==> config.mk <==
export PLATFORM = sky130hd
export DESIGN_NAME = branch_resolve_queue
export DESIGN_NICKNAME = d
export VERILOG_FILES = /design/src/rtl/branch_resolve_queue.sv
export SDC_FILE = /design/constraint.sdc
export NUM_CORES = 1
export LEC_CHECK = 0
export CAP_MARGIN = 20
export CORE_ASPECT_RATIO = 0.8
export CORE_MARGIN = 2
export CORE_UTILIZATION = 48
export DETAILED_ROUTE_END_ITERATION = 8
export PLACE_DENSITY = 0.86
export SLEW_MARGIN = 30
export SYNTH_ARGS = -nofsm -noshare
export SYNTH_HDL_FRONTEND = slang
export SYNTH_SLANG_ARGS = --single-unit
==> constraint.sdc <==
create_clock -name clk -period 2.3 [get_ports clk]
set_clock_uncertainty 0.15 [all_clocks]
set_input_delay 0.46 -clock clk [delete_from_list [all_inputs] [get_ports clk]]
set_output_delay 0.46 -clock clk [all_outputs]
set_load 0.02 [all_outputs]
==> src/rtl/branch_resolve_queue.sv <==
// branch_resolve_queue: in-order queue pairing issued branch predictions with resolved outcomes.
// Define BRQ_STATS_EN to enable saturating branch/mispredict counters (otherwise tied to 0).
module branch_resolve_queue #(
  parameter int DEPTH = 8,
  parameter int PC_WIDTH = 8,
  parameter int CNT_WIDTH = 16
) (
  input  logic                     clk,
  input  logic                     reset,
  input  logic                     pred_valid,
  input  logic [PC_WIDTH-1:0]      pred_pc,
  input  logic                     pred_taken,
  output logic                     pred_ready,
  input  logic                     res_valid,
  input  logic                     res_taken,
  input  logic                     flush,
  output logic                     upd_valid,
  output logic [PC_WIDTH-1:0]      upd_pc,
  output logic                     upd_taken,
  output logic                     upd_mispredict,
  output logic                     res_error,
  output logic [$clog2(DEPTH):0]   count,
  output logic [CNT_WIDTH-1:0]     total_branches,
  output logic [CNT_WIDTH-1:0]     total_mispredicts
);
  localparam int AW = $clog2(DEPTH);
  localparam int CW = AW + 1;
  logic [PC_WIDTH:0] mem [DEPTH];
  logic [AW-1:0] wr_ptr, rd_ptr;
  logic [PC_WIDTH:0] head;
  logic empty, full, push, pop, mis;
  assign empty = count == '0;
  assign full = count == CW'(DEPTH);
  assign pred_ready = !full;
  assign push = pred_valid && !full && !flush;
  assign pop = res_valid && !empty;
  assign head = mem[rd_ptr];
  assign mis = head[0] ^ res_taken;
  always_ff @(posedge clk)
    if (push) mem[wr_ptr] <= {pred_pc, pred_taken};
  // Flush still lets a same-cycle resolve drain the old head into the update record.
  always_ff @(posedge clk or posedge reset)
    if (reset) begin
      wr_ptr <= '0;
      rd_ptr <= '0;
      count <= '0;
      upd_valid <= 1'b0;
      upd_pc <= '0;
      upd_taken <= 1'b0;
      upd_mispredict <= 1'b0;
      res_error <= 1'b0;
    end else begin
      wr_ptr <= flush ? '0 : wr_ptr + AW'(push);
      rd_ptr <= flush ? '0 : rd_ptr + AW'(pop);
      count <= flush ? '0 : count + CW'(push) - CW'(pop);
      upd_valid <= pop;
      upd_pc <= pop ? head[PC_WIDTH:1] : '0;
      upd_taken <= pop && res_taken;
      upd_mispredict <= pop && mis;
      res_error <= res_valid && empty;
    end
`ifdef BRQ_STATS_EN
  always_ff @(posedge clk or posedge reset)
    if (reset) begin
      total_branches <= '0;
      total_mispredicts <= '0;
    end else begin
      if (pop && total_branches != '1) total_branches <= total_branches + CNT_WIDTH'(1);
      if (pop && mis && total_mispredicts != '1) total_mispredicts <= total_mispredicts + CNT_WIDTH'(1);
    end
`else
  assign total_branches = '0;
  assign total_mispredicts = '0;
`endif
endmodule

==> flow_metrics.tcl <==
set metrics [dict create \
    crit_top_cell "inv_1" \
    path_cells "clkdlybuf4s50_1, nand2b_1, a21oi_2, inv_1, ha_1, inv_1, ha_4, fa_2, nor2b_1" \
    vias 1958 \
    drv_slew 0 \
    die_h_um 84.8 \
    cts_tree "built" \
    grt_pass1_vias 1921 \
    path_max_fanout 2 \
    grt_overflow 0 \
    crit_type "in -> reg" \
    postRouteAntennaNets 0 \
    ys_ff_latch 94 \
    hold_class "in -> async" \
    via_per_inst 4.87 \
    startpoint "flush" \
    start_kind "input pin" \
    htreeDepth 3 \
    holdBufCountCts 0 \
    antenna_found_initial 0 \
    wirelength_um 6430 \
    yosysSeqAreaShare 0.693 \
    critical_path.slowest_cell "fa_2" \
    area_growth_pct 17.9 \
    ioPinCount 64 \
    rsz0062_at_grt "false" \
    nets 315 \
    max_stage_delay_ns 0.51 \
    cp.depth 9 \
    num_rows 29 \
    critPathTopFamily "adder cells" \
    die_w_um 105 \
    num_antenna_cells 0 \
    final_layout_size_suffix_gt1_frac 0.228 \
    status "finished, final reports clean" \
    dpl_cell_area_um2 4380 \
    syn_area_um2 3910 \
    dr.first_iter.drc_count 115 \
    coreArea_um2 7910 \
    grt_max_degree 23 \
    portBuffers 31 \
    clock_sinks 94 \
    wire_per_inst_um 16.0 \
    root_buffer "clkbuf_8" \
    cp_num_buf_inv 3 \
    peakVddDrop_mv 0.422 \
    ys_types 21 \
    period_minus_slack_ns 2.18 \
    worst_hold_slack_ns 0.290 \
    finalSetupTns_ns 0 \
    route.detailed.drc 0 \
    clk_pin_slew_ns 0.09 \
    cap_violations 0 \
    dp_hpwl_um 4580 \
    crit_path_end_kind "flip-flop" \
    reg2reg_depth 9 \
    yosys_warnings 0 \
    cts_made_buffers 9 \
    fillers 616 \
    grtUsageTotal 0.155 \
    cp_data_required_time_ns 2.44 \
    synthCells 230 \
    finalCritPeriodShare 0.949 \
    power.density_nw_per_um2 961 \
    avgSynthCellArea_um2 17.0 \
    setup_viol 0 \
    die-area_um2 8900 \
    hold_viol_final 0 \
    fmaxAchievable_mhz 458 \
    dr.pass1.iters 4 \
    initial_utilization 0.495 \
    cp.arrival_ns 2.33 \
    p_leak_nw 1.71 \
    cts_buffer_depth 2 \
    regToRegStartpoint "count[0]$_DFF_PP0_" \
    finish.instance_area_um2 4610 \
    grt_pass1_wl_um 10100 \
    clock_latency_ns 0.36 \
    gp_congestion 0.759 \
]
## synth_stat cells
cell type,n,area (um2)
mux4_2,17,383
buf_6,1,11.3
nand2b_1,4,25.0
conb_1,1,3.75
buf_4,32,240
and3_1,1,6.26
dfrtp_1,22,551
ha_1,10,125
a21oi_1,2,10.0
clkbuf_1,3,11.3
nor2_1,21,78.8
a21o_1,1,7.51
inv_1,9,33.8
fa_1,1,20.0
xnor2_1,5,43.8
edfxtp_1,72,2160
nand2_1,5,18.8
nor2b_1,6,37.5
nor3_1,2,10.0
mux2i_1,12,120
buf_2,3,15.0
## path summary, 6_finish.rpt
| kind | to | slack, ns |
|---|---|---|
| max in group asynchronous | count[3]$_DFF_PP0_ | 1.46 |
| setup reg to reg | count[1]$_DFF_PP0_ | 0.12 |
| hold reg to reg | wr_ptr[2]$_DFF_PP0_ | 0.49 |
| setup / recovery | count[1]$_DFF_PP0_ | 0.12 |
| hold / removal | upd_pc[3]$_DFF_PP0_ | 0.29 |
| min in group clk | wr_ptr[2]$_DFF_PP0_ | 0.49 |
## state kept, by name, indices dropped and copies added, names as in the netlist
name / cells
count: 4
wr_ptr: 3
rd_ptr: 3
upd_valid: 1
upd_mispredict: 1
mem: 72
upd_taken: 1
upd_pc: 8
res_error: 1
## cell usage in the layout (no fill, tap or decap)
cell / count
nor2_1: 20
nor2_4: 1
bufinv_16: 1
fa_2: 1
nor2b_1: 6
mux4_2: 17
clkbuf_1: 1
xnor2_1: 5
nand2_1: 5
nor3_1: 2
ha_1: 8
mux2i_1: 12
conb_1: 32
nand2b_1: 4
edfxtp_1: 72
ha_4: 1
clkinv_2: 2
a21o_1: 1
clkdlybuf4s50_1: 30
clkbuf_8: 9
inv_1: 7
and3_1: 1
ha_2: 1
clkinvlp_4: 3
inv_2: 2
dlymetal6s2s_1: 1
dfrtp_2: 2
a21oi_2: 2
buf_4: 25
dfrtp_1: 20
## where the power goes
group / internal [mW] / leakage (nW) / switching (mW)
logic: 0.678 / 0.683 / 0.684
registers: 1.97 / 0.940 / 0.0658
clock network: 0.498 / 0.0883 / 0.532
## metrics by stage
stage               std cells  setup slack, ns   util  power (mW)
finish                    402            0.118  0.583        4.43
global route              402           0.0149  0.583        4.67
CTS                       401           0.0316  0.578        4.43
detailed placement        385           -0.313  0.554        3.40
global placement          385           -0.255  0.554        3.35
floorplan                 261         -0.00930      -        2.99
## repair_timing
| item | CTS | global route |
|---|---|---|
| buffers inserted | 0 | 1 |
| endpoints found under the hold margin | 0 | 0 |
| gates resized for setup | 0 | 9 |
| setup endpoints to repair | 0 | 4 |
## logic make-up after synthesis
logic type / Yosys count / share of synthesized area
AND/OR/NAND/NOR: 39 / 0.0451
AO/OA/AOI/OAI: 3 / 0.00448
flip-flops: 94 / 0.693
other: 1 / 0.000958
adder cells (fa/ha/maj): 11 / 0.0371
multiplexers: 29 / 0.129
buffers and inverters: 48 / 0.0796
XOR/XNOR: 5 / 0.0112
## worst min-delay path, cell delays in order
cell and delay [ns]:
clkdlybuf4s50_1 0.40, inv_1 0.05, buf_4 0.29
## area by class of cell
cell class / instances / area [um2] / share of cell area
Inverter: 9 / 33.8 / 0.00732
Tap cell: 108 / 135 / 0.0293
Multi-Input combinational cell: 119 / 1040 / 0.225
Timing Repair Buffer: 56 / 500 / 0.108
Sequential cell: 94 / 2720 / 0.589
Clock buffer: 10 / 128 / 0.0277
Clock inverter: 6 / 62.6 / 0.0136
## routing by layer
metal  vias to the layer above  wire (um)  GRT usage
met5                         -          0          0
met4                         0         98     0.0570
met3                        11        419     0.0489
met2                        78       3360      0.260
met1                       980       2550      0.192
li1                        889          -          -
Power figures use the tool's default switching activity.
